==> src/rtl/clk_div_pkg.sv <==
// Shared constants and types for the clk_div_bank clock divider family.
package clk_div_pkg;

    // Width of the channel-index field on the config port.
    localparam int CH_W = 4;

    // A half-period of zero parks a channel (output held low).
    localparam int unsigned DIV_PARKED = 0;

    // Reset half-period: 1 Hz output from a 100 MHz system clock.
    localparam int unsigned DEFAULT_DIV = 50_000_000;

    // Decoded per-channel operating mode.
    typedef enum logic [1:0] {
        CH_OFF,
        CH_PARKED,
        CH_RUN
    } chan_mode_e;

endpackage

==> src/rtl/clk_div_bank_if.sv <==
// Config port of clk_div_bank: write strobe, target channel, divisor and
// the registered acknowledge/error response.
interface clk_div_bank_if
    import clk_div_pkg::*;
#(
    parameter int W = 32
) ();

    logic            cfg_we;
    logic [CH_W-1:0] cfg_ch;
    logic [W-1:0]    cfg_div;
    logic            cfg_ack;
    logic            cfg_err;

    modport master (
        output cfg_we,
        output cfg_ch,
        output cfg_div,
        input  cfg_ack,
        input  cfg_err
    );

    modport slave (
        input  cfg_we,
        input  cfg_ch,
        input  cfg_div,
        output cfg_ack,
        output cfg_err
    );

endinterface

==> src/rtl/clk_div_chan.sv <==
// One divider channel: 50%-duty divided clock, rise tick, and a pending
// divisor that is only adopted at a toggle boundary (or on sync).
module clk_div_chan
    import clk_div_pkg::*;
#(
    parameter int          W           = 32,
    parameter int unsigned DEFAULT_DIV = clk_div_pkg::DEFAULT_DIV
) (
    input  logic         clk,
    input  logic         rst_n,
    input  logic         en_i,
    input  logic         sync_i,
    input  logic         wr_i,
    input  logic [W-1:0] wr_div_i,
    output logic         clk_out_o,
    output logic         tick_o,
    output logic         pend_o
);

    localparam logic [W-1:0] DIV_RST = W'(DEFAULT_DIV);
    localparam logic [W-1:0] PARKED  = W'(DIV_PARKED);

    chan_mode_e   mode;
    logic         boundary;
    logic [W-1:0] cnt_q, cnt_d;
    logic [W-1:0] div_act_q, div_act_d;
    logic [W-1:0] div_pend_q, div_pend_d;
    logic         pend_q, pend_d;
    logic         clk_q, clk_d;
    logic         tick_q, tick_d;

    // Decode the operating mode and detect the end of a half-period.
    always_comb begin
        if (!en_i) begin
            mode = CH_OFF;
        end else if (div_act_q == PARKED) begin
            mode = CH_PARKED;
        end else begin
            mode = CH_RUN;
        end
        boundary = (mode == CH_RUN) && (cnt_q == div_act_q - W'(1));
    end

    // Next-state logic for counter, divisors and outputs.
    always_comb begin
        cnt_d      = cnt_q;
        div_act_d  = div_act_q;
        div_pend_d = div_pend_q;
        pend_d     = pend_q;
        clk_d      = clk_q;
        tick_d     = 1'b0;

        case (mode)
            CH_RUN: begin
                if (sync_i) begin
                    cnt_d = '0;
                    clk_d = 1'b0;
                    if (pend_q) begin
                        div_act_d = div_pend_q;
                        pend_d    = 1'b0;
                    end
                end else if (boundary) begin
                    cnt_d = '0;
                    if (pend_q) begin
                        div_act_d = div_pend_q;
                        pend_d    = 1'b0;
                    end
                    // Adopting a parked divisor must not leave a stray high
                    // half-cycle, so the output is forced low instead.
                    if (pend_q && (div_pend_q == PARKED)) begin
                        clk_d = 1'b0;
                    end else begin
                        clk_d  = ~clk_q;
                        tick_d = ~clk_q;
                    end
                end else begin
                    cnt_d = cnt_q + W'(1);
                end
                // A write in the same cycle as a boundary or sync always
                // lands in the pending slot for the following boundary.
                if (wr_i) begin
                    div_pend_d = wr_div_i;
                    pend_d     = 1'b1;
                end
            end
            default: begin
                // Disabled or parked: output idle, divisor loads directly.
                cnt_d = '0;
                clk_d = 1'b0;
                if (wr_i) begin
                    div_act_d = wr_div_i;
                    pend_d    = 1'b0;
                end
            end
        endcase
    end

    // Channel state registers.
    always_ff @(posedge clk or negedge rst_n) begin
        if (!rst_n) begin
            cnt_q      <= '0;
            div_act_q  <= DIV_RST;
            div_pend_q <= '0;
            pend_q     <= 1'b0;
            clk_q      <= 1'b0;
            tick_q     <= 1'b0;
        end else begin
            cnt_q      <= cnt_d;
            div_act_q  <= div_act_d;
            div_pend_q <= div_pend_d;
            pend_q     <= pend_d;
            clk_q      <= clk_d;
            tick_q     <= tick_d;
        end
    end

    assign clk_out_o = clk_q;
    assign tick_o    = tick_q;
    assign pend_o    = pend_q;

endmodule

==> src/rtl/clk_div_bank.sv <==
// Multi-channel programmable clock divider: config decode, registered
// ack/err response and sync fan-out around NCH divider channels.
module clk_div_bank
    import clk_div_pkg::*;
#(
    parameter int          NCH         = 4,
    parameter int          W           = 32,
    parameter int unsigned DEFAULT_DIV = clk_div_pkg::DEFAULT_DIV
) (
    input  logic            clk,
    input  logic            rst_n,
    input  logic [NCH-1:0]  en,
    input  logic            sync,
    clk_div_bank_if.slave   cfg,
    output logic [NCH-1:0]  clk_out,
    output logic [NCH-1:0]  tick,
    output logic [NCH-1:0]  pend
);

    logic cfg_ack_q, cfg_ack_d;
    logic cfg_err_q, cfg_err_d;

    // Every write is acknowledged; out-of-range channels flag an error.
    always_comb begin
        cfg_ack_d = cfg.cfg_we;
        cfg_err_d = cfg.cfg_we && (int'(cfg.cfg_ch) >= NCH);
    end

    // Config response registers.
    always_ff @(posedge clk or negedge rst_n) begin
        if (!rst_n) begin
            cfg_ack_q <= 1'b0;
            cfg_err_q <= 1'b0;
        end else begin
            cfg_ack_q <= cfg_ack_d;
            cfg_err_q <= cfg_err_d;
        end
    end

    assign cfg.cfg_ack = cfg_ack_q;
    assign cfg.cfg_err = cfg_err_q;

    for (genvar i = 0; i < NCH; i++) begin : g_chan
        logic wr;

        // Channel select; an out-of-range index matches no channel.
        always_comb begin
            wr = cfg.cfg_we && (cfg.cfg_ch == CH_W'(i));
        end

        clk_div_chan #(
            .W           (W),
            .DEFAULT_DIV (DEFAULT_DIV)
        ) u_chan (
            .clk       (clk),
            .rst_n     (rst_n),
            .en_i      (en[i]),
            .sync_i    (sync),
            .wr_i      (wr),
            .wr_div_i  (cfg.cfg_div),
            .clk_out_o (clk_out[i]),
            .tick_o    (tick[i]),
            .pend_o    (pend[i])
        );
    end

endmodule

==> src/flat_wrapper.sv <==
// flat-port wrapper written by rule: the top's interface ports become plain ports
module clk_div_bank_flat import clk_div_pkg::*;
#(
    parameter int          NCH         = 4,
    parameter int          W           = 32,
    parameter int unsigned DEFAULT_DIV = clk_div_pkg::DEFAULT_DIV
)
  (clk, rst_n, en, sync, clk_out, tick, pend, cfg_cfg_we, cfg_cfg_ch, cfg_cfg_div, cfg_cfg_ack, cfg_cfg_err);
  clk_div_bank_if #(.W(W)) cfg_i ();
  input  logic clk;
  input  logic rst_n;
  input  logic [NCH-1:0] en;
  input  logic sync;
  output logic [NCH-1:0] clk_out;
  output logic [NCH-1:0] tick;
  output logic [NCH-1:0] pend;
  input wire logic [$bits(cfg_i.cfg_we)-1:0] cfg_cfg_we;
  input wire logic [$bits(cfg_i.cfg_ch)-1:0] cfg_cfg_ch;
  input wire logic [$bits(cfg_i.cfg_div)-1:0] cfg_cfg_div;
  output wire logic [$bits(cfg_i.cfg_ack)-1:0] cfg_cfg_ack;
  output wire logic [$bits(cfg_i.cfg_err)-1:0] cfg_cfg_err;
  assign cfg_i.cfg_we = cfg_cfg_we;
  assign cfg_i.cfg_ch = cfg_cfg_ch;
  assign cfg_i.cfg_div = cfg_cfg_div;
  assign cfg_cfg_ack = cfg_i.cfg_ack;
  assign cfg_cfg_err = cfg_i.cfg_err;
  clk_div_bank #(.NCH(NCH), .W(W), .DEFAULT_DIV(DEFAULT_DIV)) u_core (.clk(clk), .rst_n(rst_n), .en(en), .sync(sync), .cfg(cfg_i), .clk_out(clk_out), .tick(tick), .pend(pend));
endmodule
==> config.mk <==
export PLATFORM = sky130hd
export DESIGN_NAME = clk_div_bank_flat
export DESIGN_NICKNAME = d
export VERILOG_FILES = /design/src/rtl/clk_div_pkg.sv /design/src/rtl/clk_div_bank_if.sv /design/src/rtl/clk_div_chan.sv /design/src/rtl/clk_div_bank.sv /design/src/flat_wrapper.sv
export SDC_FILE = /design/constraint.sdc
export NUM_CORES = 1
export LEC_CHECK = 0
export BUFFER_PORTS_ARGS = -buffer_cell sky130_fd_sc_hd__buf_2
export CAP_MARGIN = 5
export CORE_ASPECT_RATIO = 0.5
export CORE_MARGIN = 2
export CORE_UTILIZATION = 60
export DETAILED_ROUTE_END_ITERATION = 8
export PLACE_DENSITY_LB_ADDON = 0.05
export SETUP_SLACK_MARGIN = 0.3
export SYNTH_ARGS = -nofsm -noshare
export SYNTH_HDL_FRONTEND = slang
export SYNTH_SLANG_ARGS = --single-unit
==> constraint.sdc <==
create_clock -name clk -period 4.5 [get_ports clk]
set_input_delay 0.9 -clock clk [delete_from_list [all_inputs] [get_ports clk]]
set_output_delay 0.9 -clock clk [all_outputs]
set_load 0.1 [all_outputs]
# After elaboration in Yosys (flattened, before gate mapping)
# Index checks and enable logic that the tools add are counted.
dict set report word_totals {
  ff_bits 398
  input_bits 44
  out_inout_bits 14
  wordCells 184
}
dict set report classes {
  add_sub_neg 8
  n_lt_le_gt_ge 1
  eq_ne 15
  mux 88
  n_bitwise 4
  n_reduce_logical 42
}
# operator n
set op_table {}
lappend op_table {{$mux 32} 32}
lappend op_table {{$logic_not 32->1} 8}
lappend op_table {{$add 32x1->32 const B} 4}
lappend op_table {{$eq 32x32->1} 4}
lappend op_table {{$sub 32x1->32 const B} 4}
lappend op_table {{$mux 1} 48}
lappend op_table {{$reduce_and 2->1} 12}
lappend op_table {{$mux 2} 8}
lappend op_table {{$logic_and 1x1->1} 13}
lappend op_table {{$ne 3x3->1 const B} 4}
lappend op_table {{$reduce_bool 3->1} 4}
lappend op_table {{$eq 2x2->1 const B} 4}
lappend op_table {{$eq 4x2->1 const B} 2}
lappend op_table {{$reduce_bool 2->1} 4}
lappend op_table {{$eq 4x1->1 const B} 1}
lappend op_table {{$ge 4x3->1 const B} 1}
lappend op_table {{$logic_not 4->1} 1}
lappend op_table {{$not 1->1} 4}

# Logic depth before layout (Yosys ltp)
# Gate-level depths: netlist of run 1.
dict set report logic_depth {
  ltp_word 9
  mapped_depth 14
  depth_no_buf 11
}

# Cells and area by module
# A second synthesis of run 1 with hierarchy kept.
dict set report hier_totals {
  cells_unflattened 2311
  area_unflattened_um2 23618.9
}
# module instances cells_per_inst area_each_um2 seq_area_each_um2
set by_module_without_submodules {}
lappend by_module_without_submodules {{clk_div_chan (u_core.g_chan[0].u_chan ...)} 2 522 5685.5 2492.4}
lappend by_module_without_submodules {{clk_div_chan (u_core.g_chan[3].u_chan)} 1 683 6318.6 2492.4}
lappend by_module_without_submodules {{clk_div_chan (u_core.g_chan[2].u_chan)} 1 576 5825.6 2492.4}
lappend by_module_without_submodules {clk_div_bank 1 8 103.8 50.0}

# Worst setup path before layout of run 1
# Ideal clock, no wire load.
dict set report synth_path {
  path_kind {reg2reg}
  start {register u_core.g_chan[2].u_chan.div_act_q[0]}
  end {register u_core.g_chan[2].u_chan.div_act_q[12]}
  setup_ps 82
  t_arrival_ps 3430
  path_slack_ps 988
  path_stages_with_launch 14
  n_path_buf 2
  path_cell_list {dfrtp_1 clkbuf_1 inv_1 ha_1 nor4b_1 nand4_1 nor4_1 o22ai_1 a2111oi_0 nand2_1 nor3_2 buf_2 mux2_1 nor3_1}
}
dict set report synth_via {
  elab_chain_len 7
  elab_cells_between_ends 11
  classes_between {add/sub: 1; eq/ne: 3; mux: 3; reduce/logical: 4}
}
# element line_no
set synth_lines {}
lappend synth_lines {{from (decl)} clk_div_chan.sv:26} ;# logic [W-1:0] div_act_q, div_act_d;
lappend synth_lines {{from (signal assigned)} clk_div_chan.sv:109} ;# div_act_q <= div_act_d;
lappend synth_lines {{parallel branches: the longest is 7 deep, another holds $sub 32x1->32} -}
# Parallel ways; which one is timed is not known.
# A chain may end at the register's enable or synchronous reset.

# Worst setup path after layout of run 1
dict set report layout_path {
  start {register u_core.g_chan[1].u_chan.div_act_q[10]}
  end {register u_core.g_chan[1].u_chan.div_act_q[31]}
}
dict set report layout_via {
  elab_chain_len 7
  elab_cells_between_ends 11
  classes_between {add/sub: 1; eq/ne: 3; mux: 3; reduce/logical: 4}
}
# element line_no
set layout_lines {}
lappend layout_lines {{from (decl)} clk_div_chan.sv:26}
lappend layout_lines {{from (signal assigned)} clk_div_chan.sv:109}
lappend layout_lines {{parallel branches: the longest is 7 deep, another holds $sub 32x1->32} -}
# Parallel ways; which one is timed is not known.

==> reports/summary.log, run 1 <==
qor: die.io_pins 58
qor: yosys.number_of_enable_type_register_cells_in_the_synthesized_netlist 0
qor: place.pre_cts_ws 566 ps
qor: critical_path.end_kind register
qor: yosys.avgSynthCellArea 9.60 um^2
qor: critical_path.timing.rr.start u_core.g_chan[1].u_chan.div_act_q[10]$_DFFE_PN0P_
qor: critical_path.slowest_stage_delay_on_critical_path 490 ps
qor: yosys.synthDominantAreaCellType sky130_fd_sc_hd__dfrtp_1
qor: clock_tree.cts.htree.levels 2
qor: critical_path.worstPathArrival 4330 ps
qor: routing.drt-pass1-iter-count 8
qor: grt.grtUsageMet3 0.0591
qor: routing.vias 19,239
qor: status.status finished, final reports clean
qor: clock_tree.cts.sink_count 398
qor: routing.drt-total-wl 64.5 mm
qor: sta.fin_skew 35.7 ps
qor: critical_path.rr_worst_depth 10
qor: yosys.synth.ff_latch_count 398
qor: grt.grt_pass1_vias 17,532
qor: yosys.ys_seq_area_frac 0.423
qor: sta.fin_setup_tns 0 ps
qor: place.gp_routability_congestion 0.917
qor: critical_path.cp_cell_sequence nor4_4, nand4_1, or3_1, or2_0, a2111o_1, a2111oi_2, a31o_2, a31o_2, buf_12, mux2_1
qor: grt.grt_start_max_net_pins 105
qor: sta.max_slew_violation_count 0
qor: yosys.synth.cell_area 23,700 um^2
qor: final_layout.nFillCells 3,189
qor: grt.number_of_antenna_violations_at_the_first_check_in_global_routing 0
qor: sta.setup-violations-final 0
qor: sta.slew-limit-headroom 0.248
qor: die.floorplan.initialDensity 0.609
qor: clock_tree.cts_repair_resize_count 0
qor: yosys.yosys.area.top_type_share 0.370
qor: grt.gr-usage-met1 0.500
qor: worst_hold_path.hold_path_class input port to async pin
qor: final_layout.share_of_post_route_cells_with_drive_strength_above_1 0.156
qor: final_layout.antenna_cells_inserted 0
qor: final_layout.most-common-layout-cells sky130_fd_sc_hd__dfrtp_1 (350), sky130_fd_sc_hd__nor2_1 (309), sky130_fd_sc_hd__nor3_1 (180)
qor: critical_path.r2r-end u_core.g_chan[1].u_chan.div_act_q[31]$_DFFE_PN0P_
qor: grt.busiest_layer met1
qor: yosys.synth.lib_cells_used.distinct 93
qor: clock_tree.insertion_delay 560 ps
qor: pwr.vdd_drop_max 0.252 mV
qor: grt.grt_pass1_wl 102 mm
qor: yosys.synth_cells 2,468
qor: pwr.p_per_area 461 nW/um^2
qor: critical_path.gate_family_responsible_for_the_most_delay_along_the_worst_path simple AND/OR/NAND/NOR gates
qor: yosys.synth-warning-count 0
qor: sta.transition_time_at_the_pin_with_the_least_slew_margin 1120 ps
qor: yosys.synth.top_cells.by_area sky130_fd_sc_hd__dfrtp_1 (37%), sky130_fd_sc_hd__mux2_2 (6.2%), sky130_fd_sc_hd__dfstp_2 (5.3%)
qor: critical_path.path_buf_inv 1
qor: place.io_buffers 57
qor: critical_path.critPathMostFrequentCell sky130_fd_sc_hd__a31o_2
qor: sta.layout_setup_ws 582 ps
qor: clock_tree.postCtsSetupRepairBufs 0
qor: yosys.synth_async_sr_flop_share 1.00
qor: sta.final_count_of_hold_timing_violations 0
qor: die.core_region_area 38,900 um^2
qor: clock_tree.cts.hold.buffers_added 0
qor: sta.layout_worst_path_cycle_share 0.871
qor: die.floorplan.die_area 41,200 um^2
qor: clock_tree.clk_path_buf_depth 3
qor: clock_tree.cts_tree built
qor: routing.postRouteAntennaNets 0
qor: place.dp_hpwl 44.5 mm
qor: critical_path.setup.worst_path.class register to register
qor: clock_tree.clk_root_buffer_cell sky130_fd_sc_hd__clkbuf_16
qor: final_layout.syn_to_final_growth 8.20%
qor: critical_path.startpoint_type register
qor: routing.vias_per_cell 6.38
qor: grt.globalRouteOverflowTotal 0
qor: pwr.total_leakage_power 10.6 nW
qor: critical_path.worstPathMaxFanout 20
qor: critical_path.slack_of_the_worst_reg_to_reg_path 580 ps
qor: die.std_cell_rows 51
qor: final_layout.leading_cell_type_in_the_layout_fill_and_taps_excluded sky130_fd_sc_hd__dfrtp_1
qor: clock_tree.tritoncts.num_buffers 38
qor: clock_tree.worst_setup_hold_path_clk_slew 70 ps
qor: sta.clock.fmax 255 MHz
qor: critical_path.timing.critical_path.required 4910 ps
qor: sta.period_minus_slack 3920 ps
qor: final_layout.final_nets 2,511
qor: run.cap_viol_max_count 0
qor: die.die_y 144 um
qor: grt.met2_usage_in_global_routing 0.437
qor: critical_path.critPathSlowestCell sky130_fd_sc_hd__dfrtp_1
qor: yosys.yosys_most_used_dff sky130_fd_sc_hd__dfrtp_1
qor: die.floorplan.die.width 285 um
qor: routing.wl_per_cell 21.4 um
qor: yosys.number_of_nets_produced_by_synthesis 2,524
qor: grt.grt_use_total 0.315
qor: routing.drc_errors 0
qor: routing.drt_iter0_markers 2,197
qor: sta.rsz0062_at_grt no
## worst max-delay path by stage
| stage | slack [ps] | endpoint | cells past startpoint | from |
|---|---|---|---|---|
| 2_1_floorplan | 990 | u_core.g_chan[2].u_chan.div_act_q[12]$_DFFE_PN1P_ | 13 | u_core.g_chan[2].u_chan.div_act_q[0]$_DFFE_PN0P_ |
| 3_3_place_gp | 660 | u_core.g_chan[1].u_chan.div_act_q[10]$_DFFE_PN0P_ | 10 | u_core.g_chan[1].u_chan.div_act_q[5]$_DFFE_PN0P_ |
| 3_5_place_dp | 570 | u_core.g_chan[1].u_chan.div_act_q[3]$_DFFE_PN0P_ | 10 | u_core.g_chan[1].u_chan.div_act_q[5]$_DFFE_PN0P_ |
| 4_1_cts | 530 | u_core.g_chan[1].u_chan.div_act_q[31]$_DFFE_PN0P_ | 10 | u_core.g_chan[1].u_chan.div_act_q[5]$_DFFE_PN0P_ |
| 5_1_grt | 300 | u_core.g_chan[1].u_chan.div_act_q[31]$_DFFE_PN0P_ | 10 | u_core.g_chan[1].u_chan.div_act_q[10]$_DFFE_PN0P_ |
| 6_report | 580 | u_core.g_chan[1].u_chan.div_act_q[31]$_DFFE_PN0P_ | 10 | u_core.g_chan[1].u_chan.div_act_q[10]$_DFFE_PN0P_ |
## layout make-up
type                    count  area, um^2  area share
flip-flops and latches    398       10000       0.391
clock inverters            10         111     0.00434
multi-input cells        1872       12800       0.500
repair buffers            114         823      0.0321
well taps                 530         663      0.0259
clock buffers              59        1090      0.0426
inverters                  31         116     0.00454
## per-layer routing
| layer | part of all wire | wire length [um] |
|---|---|---|
| met4 | 0.022 | 1400 |
| met3 | 0.082 | 5320 |
| met1 | 0.49 | 31600 |
| met5 | 0 | 0 |
| met2 | 0.41 | 26200 |
## state kept, by name (all words and copies together) (netlist names)
register,cells
u_core.g_chan.u_chan.clk_out_o,4
u_core.g_chan.u_chan.pend_o,4
u_core.g_chan.u_chan.cnt_q,128
u_core.g_chan.u_chan.div_act_q,128
u_core.cfg.cfg_ack,1
u_core.cfg.cfg_err,1
u_core.g_chan.u_chan.div_pend_q,128
u_core.g_chan.u_chan.tick_o,4
## power breakdown
part | internal (mW) | switching [mW]
sequential | 4.28 | 1.01
clock | 1.79 | 1.43
combinational | 1.56 | 1.74
total | 7.62 | 4.18
## cells in the mapped netlist (20+ instances only)
master and number:
sky130_fd_sc_hd__nor3_1 182, sky130_fd_sc_hd__o22a_1 32, sky130_fd_sc_hd__or4_1 21, sky130_fd_sc_hd__o21ai_0 26, sky130_fd_sc_hd__nor2_1 309, sky130_fd_sc_hd__o22ai_1 36
sky130_fd_sc_hd__and3_1 36, sky130_fd_sc_hd__mux2_1 57, sky130_fd_sc_hd__inv_1 31, sky130_fd_sc_hd__nand3_1 94, sky130_fd_sc_hd__nor4_1 78, sky130_fd_sc_hd__nand2_1 171
sky130_fd_sc_hd__o221a_1 32, sky130_fd_sc_hd__buf_2 23, sky130_fd_sc_hd__o221ai_1 31, sky130_fd_sc_hd__or3_1 45, sky130_fd_sc_hd__mux2_2 131, sky130_fd_sc_hd__dfrtp_1 350
sky130_fd_sc_hd__nand4_1 42, sky130_fd_sc_hd__dfstp_2 48, sky130_fd_sc_hd__xnor2_1 144, sky130_fd_sc_hd__mux2i_1 20, sky130_fd_sc_hd__xor2_1 134, sky130_fd_sc_hd__clkbuf_1 109
## stage by stage
stage               hold slack [ps]  area, um^2  instances   util  power [mW]
floorplan                       460       23700       2468      -        7.49
global placement                503       24400       2945  0.627        8.46
detailed placement              509       24400       2945  0.627        8.54
CTS                             431       25600       3014  0.658        11.8
global route                    452       25600       3014  0.658        12.4
finish                          398       25600       3014  0.658        11.8
## cell families (layout without fill, tap and decap cells)
kind of cell	after synthesis	in the layout	synth area share
adders and majority gates	12	12	0.00634
and+or+nand+nor	1098	1098	0.237
xor gates and xnor gates	278	278	0.103
buffers and inverters	198	214	0.0383
AOI/OAI and AO/OA	276	276	0.0950
muxes	208	208	0.0978
DFF	398	398	0.423
Note: power is estimated with default switching activity, not from simulation.
==> run 2: changes to the inputs <==
--- a/config.mk
+++ b/config.mk
@@ -11,8 +11,10 @@
 export CORE_MARGIN = 2
 export CORE_UTILIZATION = 60
 export DETAILED_ROUTE_END_ITERATION = 8
+export HOLD_SLACK_MARGIN = 0.12
 export PLACE_DENSITY_LB_ADDON = 0.05
 export SETUP_SLACK_MARGIN = 0.3
 export SYNTH_ARGS = -nofsm -noshare
 export SYNTH_HDL_FRONTEND = slang
+export SYNTH_HIERARCHICAL = 1
 export SYNTH_SLANG_ARGS = --single-unit
==> constraint.sdc (replaced) <==
create_clock -name clk -period 4.1 [get_ports clk]
set_input_delay 0.82 -clock clk [delete_from_list [all_inputs] [get_ports clk]]
set_output_delay 0.82 -clock clk [all_outputs]
set_load 0.1 [all_outputs]
==> run 2 against run 1 <==
  * Synthesized cell count is 6.4% lower
  * Cell count decreased by 4.1%
  * Sequential share of layout area fell by 0.44 points
  * Die area is 0.28% lower
  * Clock skew fell by 21 ps
  * Critical path depth down 2
  * First-iteration DRC count down 7.5%
  * Area after synthesis shrank 0.29%
  * Largest cell class unchanged
==> reports/summary.log, run 2 <==
qor: place.pre_cts_ws 305 ps [was 566 ps]
qor: routing.drc_errors 0 [unchanged]
qor: die.floorplan.die.width 285 um [about the same]
qor: yosys.number_of_nets_produced_by_synthesis 2,367 [was 2,524]
qor: yosys.number_of_enable_type_register_cells_in_the_synthesized_netlist 0 [unchanged]
qor: die.core_region_area 38,900 um^2 [about the same]
qor: sta.clock.fmax 273 MHz [was 255 MHz]
qor: status.status finished, final reports clean [unchanged]
qor: die.io_pins 58 [unchanged]
qor: grt.number_of_antenna_violations_at_the_first_check_in_global_routing 1 [was 0]
qor: yosys.synthMostInstantiatedCell sky130_fd_sc_hd__dfrtp_1 [unchanged]
qor: sta.layout_setup_ws 436 ps [was 582 ps]
qor: sta.setup-violations-final 0 [unchanged]
qor: clock_tree.cts_tree built [unchanged]
qor: yosys.synth_async_sr_flop_share 1.00 [unchanged]
qor: critical_path.worstPathMaxFanout 7 [was 20]
qor: clock_tree.clk_path_buf_depth 3 [unchanged]
qor: final_layout.multi_input_area 12,900 um^2 [was 12,800 um^2]
qor: sta.post_route_hold_slack 278 ps [was 398 ps]
qor: final_layout.largest_registers u_core/g_chan.u_chan/cnt_q x128, u_core/g_chan.u_chan/div_act_q x128, u_core/g_chan.u_chan/div_pend_q x128 [was u_core.g_chan.u_chan.cnt_q x128, u_core.g_chan.u_chan.div_act_q x128, u_core.g_chan.u_chan.div_pend_q x128]
qor: final_layout.leading_cell_type_in_the_layout_fill_and_taps_excluded sky130_fd_sc_hd__dfrtp_1 [unchanged]
qor: critical_path.setup.worst_path.class register to register [unchanged]
qor: pwr.post-layout-total-power 15.2 mW [was 11.8 mW]
qor: routing.drt-pass1-iter-count 6 [was 8]
qor: die.floorplan.die_area 41,100 um^2 [was 41,200 um^2]
qor: yosys.ys_seq_area_frac 0.424 [was 0.423]
qor: routing.drt-total-wl 69.1 mm [was 64.5 mm]
qor: die.floorplan.initialDensity 0.608 [was 0.609]
qor: critical_path.end_kind register [unchanged]
qor: final_layout.antenna_cells_inserted 0 [unchanged]
qor: final_layout.post-route-cell-area 25,900 um^2 [was 25,600 um^2]
qor: pwr.total_leakage_power 10.3 nW [was 10.6 nW]
qor: place.gp_routability_congestion 0.928 [was 0.917]
qor: critical_path.setup.worst_path.start u_core/g_chan[3].u_chan/div_act_q[0]$_DFFE_PN0P_ [was u_core.g_chan[1].u_chan.div_act_q[10]$_DFFE_PN0P_]
qor: yosys.synth.cell_area 23,600 um^2 [was 23,700 um^2]
qor: critical_path.timing.critical_path.required 4540 ps [was 4910 ps]
qor: die.die_y 144 um [about the same]
qor: yosys.synth.lib_cells_used.distinct 97 [was 93]
qor: clock_tree.tritoncts.num_buffers 38 [unchanged]
qor: grt.grt_pass1_wl 105 mm [was 102 mm]
qor: yosys.synthDominantAreaCellType sky130_fd_sc_hd__dfrtp_1 [unchanged]
qor: routing.vias 19,134 [was 19,239]
qor: critical_path.rr_worst_depth 8 [was 10]
qor: routing.postRouteAntennaNets 0 [unchanged]
qor: sta.transition_time_at_the_pin_with_the_least_slew_margin 1030 ps [was 1120 ps]
qor: clock_tree.worst_setup_hold_path_clk_slew 70 ps [about the same]
qor: yosys.yosys_most_used_dff sky130_fd_sc_hd__dfrtp_1 [unchanged]
qor: place.dp_cells 2,811 [was 2,945]
qor: yosys.synth_cells 2,311 [was 2,468]
qor: critical_path.timing.rr.start u_core/g_chan[3].u_chan/div_act_q[0]$_DFFE_PN0P_ [was u_core.g_chan[1].u_chan.div_act_q[10]$_DFFE_PN0P_]
qor: sta.final_count_of_hold_timing_violations 0 [unchanged]
qor: clock_tree.cts.htree.levels 2 [unchanged]
qor: grt.globalRouteOverflowTotal 0 [unchanged]
qor: final_layout.most-common-layout-cells sky130_fd_sc_hd__dfrtp_1 (349), sky130_fd_sc_hd__nor2_1 (186), sky130_fd_sc_hd__xnor2_1 (162) [was sky130_fd_sc_hd__dfrtp_1 (350), sky130_fd_sc_hd__nor2_1 (309), sky130_fd_sc_hd__nor3_1 (180)]
qor: final_layout.nFillCells 3,103 [was 3,189]
qor: sta.fin_skew 14.5 ps [was 35.7 ps]
qor: critical_path.startpoint_type register [unchanged]
qor: place.dp_hpwl 47.4 mm [was 44.5 mm]
qor: sta.layout_worst_path_cycle_share 0.894 [was 0.871]
qor: yosys.synth-warning-count 6 [was 0]
qor: grt.grt_use_total 0.331 [was 0.315]
qor: routing.wl_per_cell 23.9 um [was 21.4 um]
qor: pwr.p_per_area 587 nW/um^2 [was 461 nW/um^2]
qor: run.cap_viol_max_count 0 [unchanged]
qor: critical_path.worstPathArrival 4100 ps [was 4330 ps]
qor: yosys.yosys.area.top_type_share 0.371 [was 0.370]
qor: clock_tree.cts.sink_count 398 [unchanged]
qor: final_layout.final_core_utilization 0.667 [was 0.658]
qor: final_layout.final_nets 2,388 [was 2,511]
qor: yosys.synth.top_cells.by_area sky130_fd_sc_hd__dfrtp_1 (37%), sky130_fd_sc_hd__mux2_2 (6.1%), sky130_fd_sc_hd__xnor2_1 (6.0%) [was sky130_fd_sc_hd__dfrtp_1 (37%), sky130_fd_sc_hd__mux2_2 (6.2%), sky130_fd_sc_hd__dfstp_2 (5.3%)]
qor: sta.fin_setup_tns 0 ps [unchanged]
qor: sta.max_slew_violation_count 0 [unchanged]
qor: place.io_buffers 57 [unchanged]
qor: routing.vias_per_cell 6.62 [was 6.38]
qor: yosys.avgSynthCellArea 10.2 um^2 [was 9.60 um^2]
qor: routing.drt_iter0_markers 2,032 [was 2,197]
qor: die.std_cell_rows 51 [unchanged]
qor: final_layout.layout.area.seq 10,000 um^2 [about the same]
qor: clock_tree.insertion_delay 550 ps [was 560 ps]
qor: worst_hold_path.hold_path_class input port to async pin [unchanged]
qor: sta.slew-limit-headroom 0.304 [was 0.248]
qor: yosys.synth_top_cells_by_count sky130_fd_sc_hd__dfrtp_1 (350), sky130_fd_sc_hd__nor2_1 (187), sky130_fd_sc_hd__xnor2_1 (162) [was sky130_fd_sc_hd__dfrtp_1 (350), sky130_fd_sc_hd__nor2_1 (309), sky130_fd_sc_hd__nor3_1 (182)]
qor: sta.period_minus_slack 3660 ps [was 3920 ps]
qor: sta.rsz0062_at_grt yes [was no]
qor: clock_tree.clk_root_buffer_cell sky130_fd_sc_hd__clkbuf_16 [unchanged]
qor: yosys.synth.ff_latch_count 398 [unchanged]
qor: final_layout.layoutNonFillerInstCount 2,891 [was 3,014]
qor: final_layout.syn_to_final_growth 9.77% [was 8.20%]
qor: pwr.vdd_drop_max 0.440 mV [was 0.252 mV]
qor: place.postPlaceCellArea 24,500 um^2 [was 24,400 um^2]
qor: critical_path.r2r-end u_core/g_chan[3].u_chan/cnt_q[1]$_DFF_PN0_ [was u_core.g_chan[1].u_chan.div_act_q[31]$_DFFE_PN0P_]
qor: clock_tree.cts.hold.buffers_added 0 [unchanged]
qor: grt.grt_start_max_net_pins 104 [was 105]
qor: grt.grt_pass1_vias 17,534 [was 17,532]
qor: critical_path.slack_of_the_worst_reg_to_reg_path 440 ps [was 580 ps]
qor: final_layout.share_of_post_route_cells_with_drive_strength_above_1 0.185 [was 0.156]
run 2: changes by cell type in the layout (fill, tap and decap cells not counted), sizes merged, moves of 32 or more:
cell,previous run,this run
o22a,32,64
o2bb2ai,0,64
nor2,310,188
o22ai,36,1
o221a,32,65
nor3,184,84
mux2,188,129
run 2: timing repair:
| action | CTS | global route |
|---|---|---|
| gates cloned | 0 | 6 |
| hold endpoints to repair | 0 | 0 |
| buffers inserted | 0 | 5 |
| pin swaps | 0 | 7 |
| setup endpoints to repair | 12 | 192 |
| gates resized for setup | 1 | 12 |
run 2: layer usage:
metal  track usage  up-vias  routed length, um
li1              -     8782                  -
met1         0.510     9532              33200
met2         0.459      719              28000
met3        0.0774      101               6000
met4        0.0900        0               1790
met5             0        -                  0
run 2: logic make-up after synthesis:
| logic type | synth area share |
|---|---|
| simple gates | 0.206 |
| compound gates | 0.155 |
| flops | 0.424 |
| xor+xnor | 0.106 |
| buf+inv | 0.0368 |
| mux | 0.0662 |
| fa+ha+maj | 0.00636 |
run 2: area by class of cell:
type                       count  share of cell area
clock buffer                  54              0.0414
clock inverter                15             0.00748
inverter                      33             0.00478
multi-input combinational   1738               0.496
sequential                   398               0.386
tap                          530              0.0256
timing repair buffer         123              0.0381
run 2: power breakdown:
| group | internal [mW] | leakage, nW | switching, mW |
|---|---|---|---|
| logic | 2.35 | 4.60 | 2.69 |
| registers | 4.90 | 5.10 | 1.61 |
| clock network | 2.09 | 0.624 | 1.58 |
run 2: critical path, stage by stage (launching register included):
cell	delay, ps
sky130_fd_sc_hd__dfrtp_2	450
sky130_fd_sc_hd__or4_4	580
sky130_fd_sc_hd__or4_4	550
sky130_fd_sc_hd__or3_1	390
sky130_fd_sc_hd__xnor2_1	230
sky130_fd_sc_hd__or4b_1	440
sky130_fd_sc_hd__or4_1	510
sky130_fd_sc_hd__nand4b_4	200
sky130_fd_sc_hd__and3_1	210
run 2: how the worst max path moves through the flow:
stage                                                              to  slack (ps)
global placement    u_core/g_chan[3].u_chan/div_act_q[31]$_DFFE_PN0P_         390
floorplan                  u_core/g_chan[3].u_chan/cnt_q[1]$_DFF_PN0_         670
global route        u_core/g_chan[1].u_chan/div_act_q[30]$_DFFE_PN0P_         270
finish                     u_core/g_chan[3].u_chan/cnt_q[1]$_DFF_PN0_         440
detailed placement  u_core/g_chan[3].u_chan/div_act_q[25]$_DFFE_PN1P_         300
CTS                  u_core/g_chan[3].u_chan/div_act_q[5]$_DFFE_PN0P_         310
==> run 3: changes to the inputs <==
==> constraint.sdc (replaced) <==
create_clock -name clk -period 3.8 [get_ports clk]
set_input_delay 0.76 -clock clk [delete_from_list [all_inputs] [get_ports clk]]
set_output_delay 0.76 -clock clk [all_outputs]
set_load 0.1 [all_outputs]
==> run 3 against run 2 <==
  * Critical path depth is 4 higher
  * Clock skew increased by 3.5 ps
  * Cell count is 1.4% higher
  * Clock power is 14% higher
  * Routed wire length grew 2.7%
  * Final area increased by 2.3%
  * Global-route usage grew 0.59 points
  * Maximum frequency up 6.6%
  * Die area is the same
  * Register-to-register slack worse by 70 ps
  * Combinational power rose by 19%
  * First-iteration DRC count increased by 8.2%
==> reports/summary.log, run 3 (synthesized netlist as in run 2, its figures left out) <==
qor: critical_path.worstPathArrival 3870 ps [was 4100 ps]
qor: sta.period_minus_slack 3440 ps [was 3660 ps]
qor: die.floorplan.die.width 285 um [unchanged]
qor: die.io_pins 58 [unchanged]
qor: clock_tree.tritoncts.num_buffers 38 [unchanged]
qor: routing.drt-total-wl 70.9 mm [was 69.1 mm]
qor: die.std_cell_rows 51 [unchanged]
qor: routing.wl_per_cell 24.2 um [was 23.9 um]
qor: critical_path.critPathMostFrequentCell sky130_fd_sc_hd__buf_6 [was sky130_fd_sc_hd__or4_4]
qor: clock_tree.insertion_delay 560 ps [was 550 ps]
qor: grt.number_of_antenna_violations_at_the_first_check_in_global_routing 0 [was 1]
qor: final_layout.most-common-layout-cells sky130_fd_sc_hd__dfrtp_1 (346), sky130_fd_sc_hd__nor2_1 (186), sky130_fd_sc_hd__xnor2_1 (161) [was sky130_fd_sc_hd__dfrtp_1 (349), sky130_fd_sc_hd__nor2_1 (186), sky130_fd_sc_hd__xnor2_1 (162)]
qor: critical_path.timing.rr.start u_core/g_chan[3].u_chan/div_act_q[0]$_DFFE_PN0P_ [unchanged]
qor: sta.slew-limit-headroom 0.447 [was 0.304]
qor: pwr.vdd_drop_max 0.372 mV [was 0.440 mV]
qor: critical_path.cp_cell_sequence inv_2, ha_4, or4b_1, or4_4, xnor2_1, o2111ai_1, or4b_4, nor3_4, buf_6, o311ai_4, buf_6, o2bb2ai_1 [was or4_4, or4_4, or3_1, xnor2_1, or4b_1, or4_1, nand4b_4, and3_1]
qor: die.die_y 144 um [unchanged]
qor: routing.drt-pass1-iter-count 5 [was 6]
qor: sta.fin_setup_tns 0 ps [unchanged]
qor: clock_tree.cts.sink_count 398 [unchanged]
qor: clock_tree.clk_root_buffer_cell sky130_fd_sc_hd__clkbuf_16 [unchanged]
qor: final_layout.final_core_utilization 0.683 [was 0.667]
qor: final_layout.antenna_cells_inserted 0 [unchanged]
qor: critical_path.rr_worst_depth 12 [was 8]
qor: place.io_buffers 57 [unchanged]
qor: sta.setup-violations-final 0 [unchanged]
qor: sta.max_slew_violation_count 0 [unchanged]
qor: place.dp_hpwl 47.7 mm [was 47.4 mm]
qor: routing.vias_per_cell 6.69 [was 6.62]
qor: pwr.p_per_area 645 nW/um^2 [was 587 nW/um^2]
qor: critical_path.setup.worst_path.class register to register [unchanged]
qor: worst_hold_path.timing.hold.worst.start cfg_cfg_we
qor: die.floorplan.die_area 41,100 um^2 [unchanged]
qor: sta.clock.fmax 291 MHz [was 273 MHz]
qor: grt.grt_pass1_vias 17,934 [was 17,534]
qor: grt.globalRouteOverflowTotal 0 [unchanged]
qor: clock_tree.cts.htree.levels 2 [unchanged]
qor: grt.grt_start_max_net_pins 132 [was 104]
qor: worst_hold_path.worst_hold_path.num_cells 1
qor: clock_tree.cts_tree built [unchanged]
qor: routing.postRouteAntennaNets 0 [unchanged]
qor: sta.final_count_of_hold_timing_violations 0 [unchanged]
qor: clock_tree.worst_setup_hold_path_clk_slew 70 ps [about the same]
qor: sta.fin_skew 18.0 ps [was 14.5 ps]
qor: routing.drt_iter0_markers 2,199 [was 2,032]
qor: critical_path.end_kind register [unchanged]
qor: final_layout.final_nets 2,427 [was 2,388]
qor: pwr.total_leakage_power 10.6 nW [was 10.3 nW]
qor: place.postPlaceCellArea 24,700 um^2 [was 24,500 um^2]
qor: critical_path.critPathSlowestCell sky130_fd_sc_hd__or4b_4 [was sky130_fd_sc_hd__or4_4]
qor: critical_path.startpoint_type register [unchanged]
qor: critical_path.slowest_stage_delay_on_critical_path 520 ps [was 580 ps]
qor: routing.drc_errors 0 [unchanged]
qor: die.floorplan.initialDensity 0.608 [unchanged]
qor: worst_hold_path.whs_endpoint u_core/cfg.cfg_ack$_DFF_PN0_
qor: sta.layout_worst_path_cycle_share 0.905 [was 0.894]
qor: clock_tree.clk_path_buf_depth 3 [unchanged]
qor: critical_path.timing.critical_path.required 4230 ps [was 4540 ps]
qor: grt.grt_use_total 0.336 [was 0.331]
qor: die.core_region_area 38,900 um^2 [unchanged]
qor: final_layout.leading_cell_type_in_the_layout_fill_and_taps_excluded sky130_fd_sc_hd__dfrtp_1 [unchanged]
qor: final_layout.largest_registers u_core/g_chan.u_chan/cnt_q x128, u_core/g_chan.u_chan/div_act_q x128, u_core/g_chan.u_chan/div_pend_q x128 [unchanged]
qor: run.cap_viol_max_count 0 [unchanged]
qor: worst_hold_path.hold_path_class input port to register [was input port to async pin]
qor: final_layout.syn_to_final_growth 12.3% [was 9.77%]
qor: grt.grt_pass1_wl 107 mm [was 105 mm]
qor: final_layout.post-route-cell-area 26,500 um^2 [was 25,900 um^2]
qor: critical_path.r2r-end u_core/g_chan[3].u_chan/div_act_q[11]$_DFFE_PN0P_ [was u_core/g_chan[3].u_chan/cnt_q[1]$_DFF_PN0_]
qor: final_layout.share_of_post_route_cells_with_drive_strength_above_1 0.212 [was 0.185]
qor: sta.rsz0062_at_grt yes [unchanged]
qor: sta.transition_time_at_the_pin_with_the_least_slew_margin 829 ps [was 1030 ps]
qor: routing.vias 19,612 [was 19,134]
qor: critical_path.worstPathMaxFanout 15 [was 7]
qor: place.gp_routability_congestion 0.931 [was 0.928]
qor: critical_path.slack_of_the_worst_reg_to_reg_path 360 ps [was 440 ps]
qor: status.status finished, final reports clean [unchanged]
## run 3: layout make-up
| type | count | area [um^2] |
|---|---|---|
| Clock inverter | 16 | 196 |
| Multi-Input combinational cell | 1739 | 13000 |
| Clock buffer | 54 | 1170 |
| Inverter | 33 | 124 |
| Timing Repair Buffer | 161 | 1340 |
| Sequential cell | 398 | 10000 |
| Tap cell | 530 | 663 |
| Fill cell | 3011 | 12300 |
## run 3: report_power, final
part / internal, mW / switching [mW]
registers: 5.29 / 1.63
clock network: 2.44 / 1.76
logic: 2.82 / 3.17
total: 10.6 / 6.55
## run 3: metal layers
metal	share of wire	routed length (um)	vias up	GRT usage
met2	0.40	28600	849	0.460
li1	-	-	8879	-
met5	0.00094	67	-	0.0119
met3	0.093	6600	107	0.0733
met1	0.48	33800	9775	0.526
met4	0.026	1820	2	0.0939
## run 3: worst max-delay path by stage
stage | from | end | slack (ps) | cells past startpoint
final | u_core/g_chan[3].u_chan/div_act_q[0]$_DFFE_PN0P_ | u_core/g_chan[3].u_chan/div_act_q[11]$_DFFE_PN0P_ | 360 | 12
after detailed placement | u_core/g_chan[3].u_chan/div_act_q[0]$_DFFE_PN0P_ | u_core/g_chan[3].u_chan/cnt_q[1]$_DFF_PN0_ | 180 | 8
after global routing | u_core/g_chan[3].u_chan/div_act_q[1]$_DFFE_PN0P_ | u_core/g_chan[3].u_chan/div_act_q[29]$_DFFE_PN0P_ | 260 | 9
after CTS | u_core/g_chan[0].u_chan/div_act_q[0]$_DFFE_PN0P_ | u_core/g_chan[0].u_chan/div_act_q[31]$_DFFE_PN0P_ | 270 | 11
after floorplan | u_core/g_chan[3].u_chan/div_act_q[0]$_DFFE_PN0P_ | u_core/g_chan[3].u_chan/cnt_q[1]$_DFF_PN0_ | 370 | 8
after global placement | u_core/g_chan[3].u_chan/div_act_q[0]$_DFFE_PN0P_ | u_core/g_chan[3].u_chan/cnt_q[1]$_DFF_PN0_ | 230 | 8
## run 3: worst max-delay path: cells and delay by family (launching register included)
kind            cells  cell delay [ps]
compound gates      3              390
simple gates        4             1650
flops               1              430
buf+inv             3              470
xor+xnor            1              190
fa+ha+maj           1              160
## run 3: timing repair
item                       CTS  global route
hold endpoints to repair    32             0
pin swaps                    3            22
setup endpoints to repair   74           229
setup buffers                4             7
gates cloned                 0            11
hold buffers                 1             0
gates resized for setup      5            50
## run 3: stage by stage
stage               worst slack (ps)  hold WS [ps]  cells  total power, mW
floorplan                        369           464   2311             10.4
global placement                 227           482   2838             12.4
detailed placement               181           498   2838             12.5
CTS                              267           421   2913             16.7
global route                     259           407   2931             17.9
finish                           362           436   2931             17.1
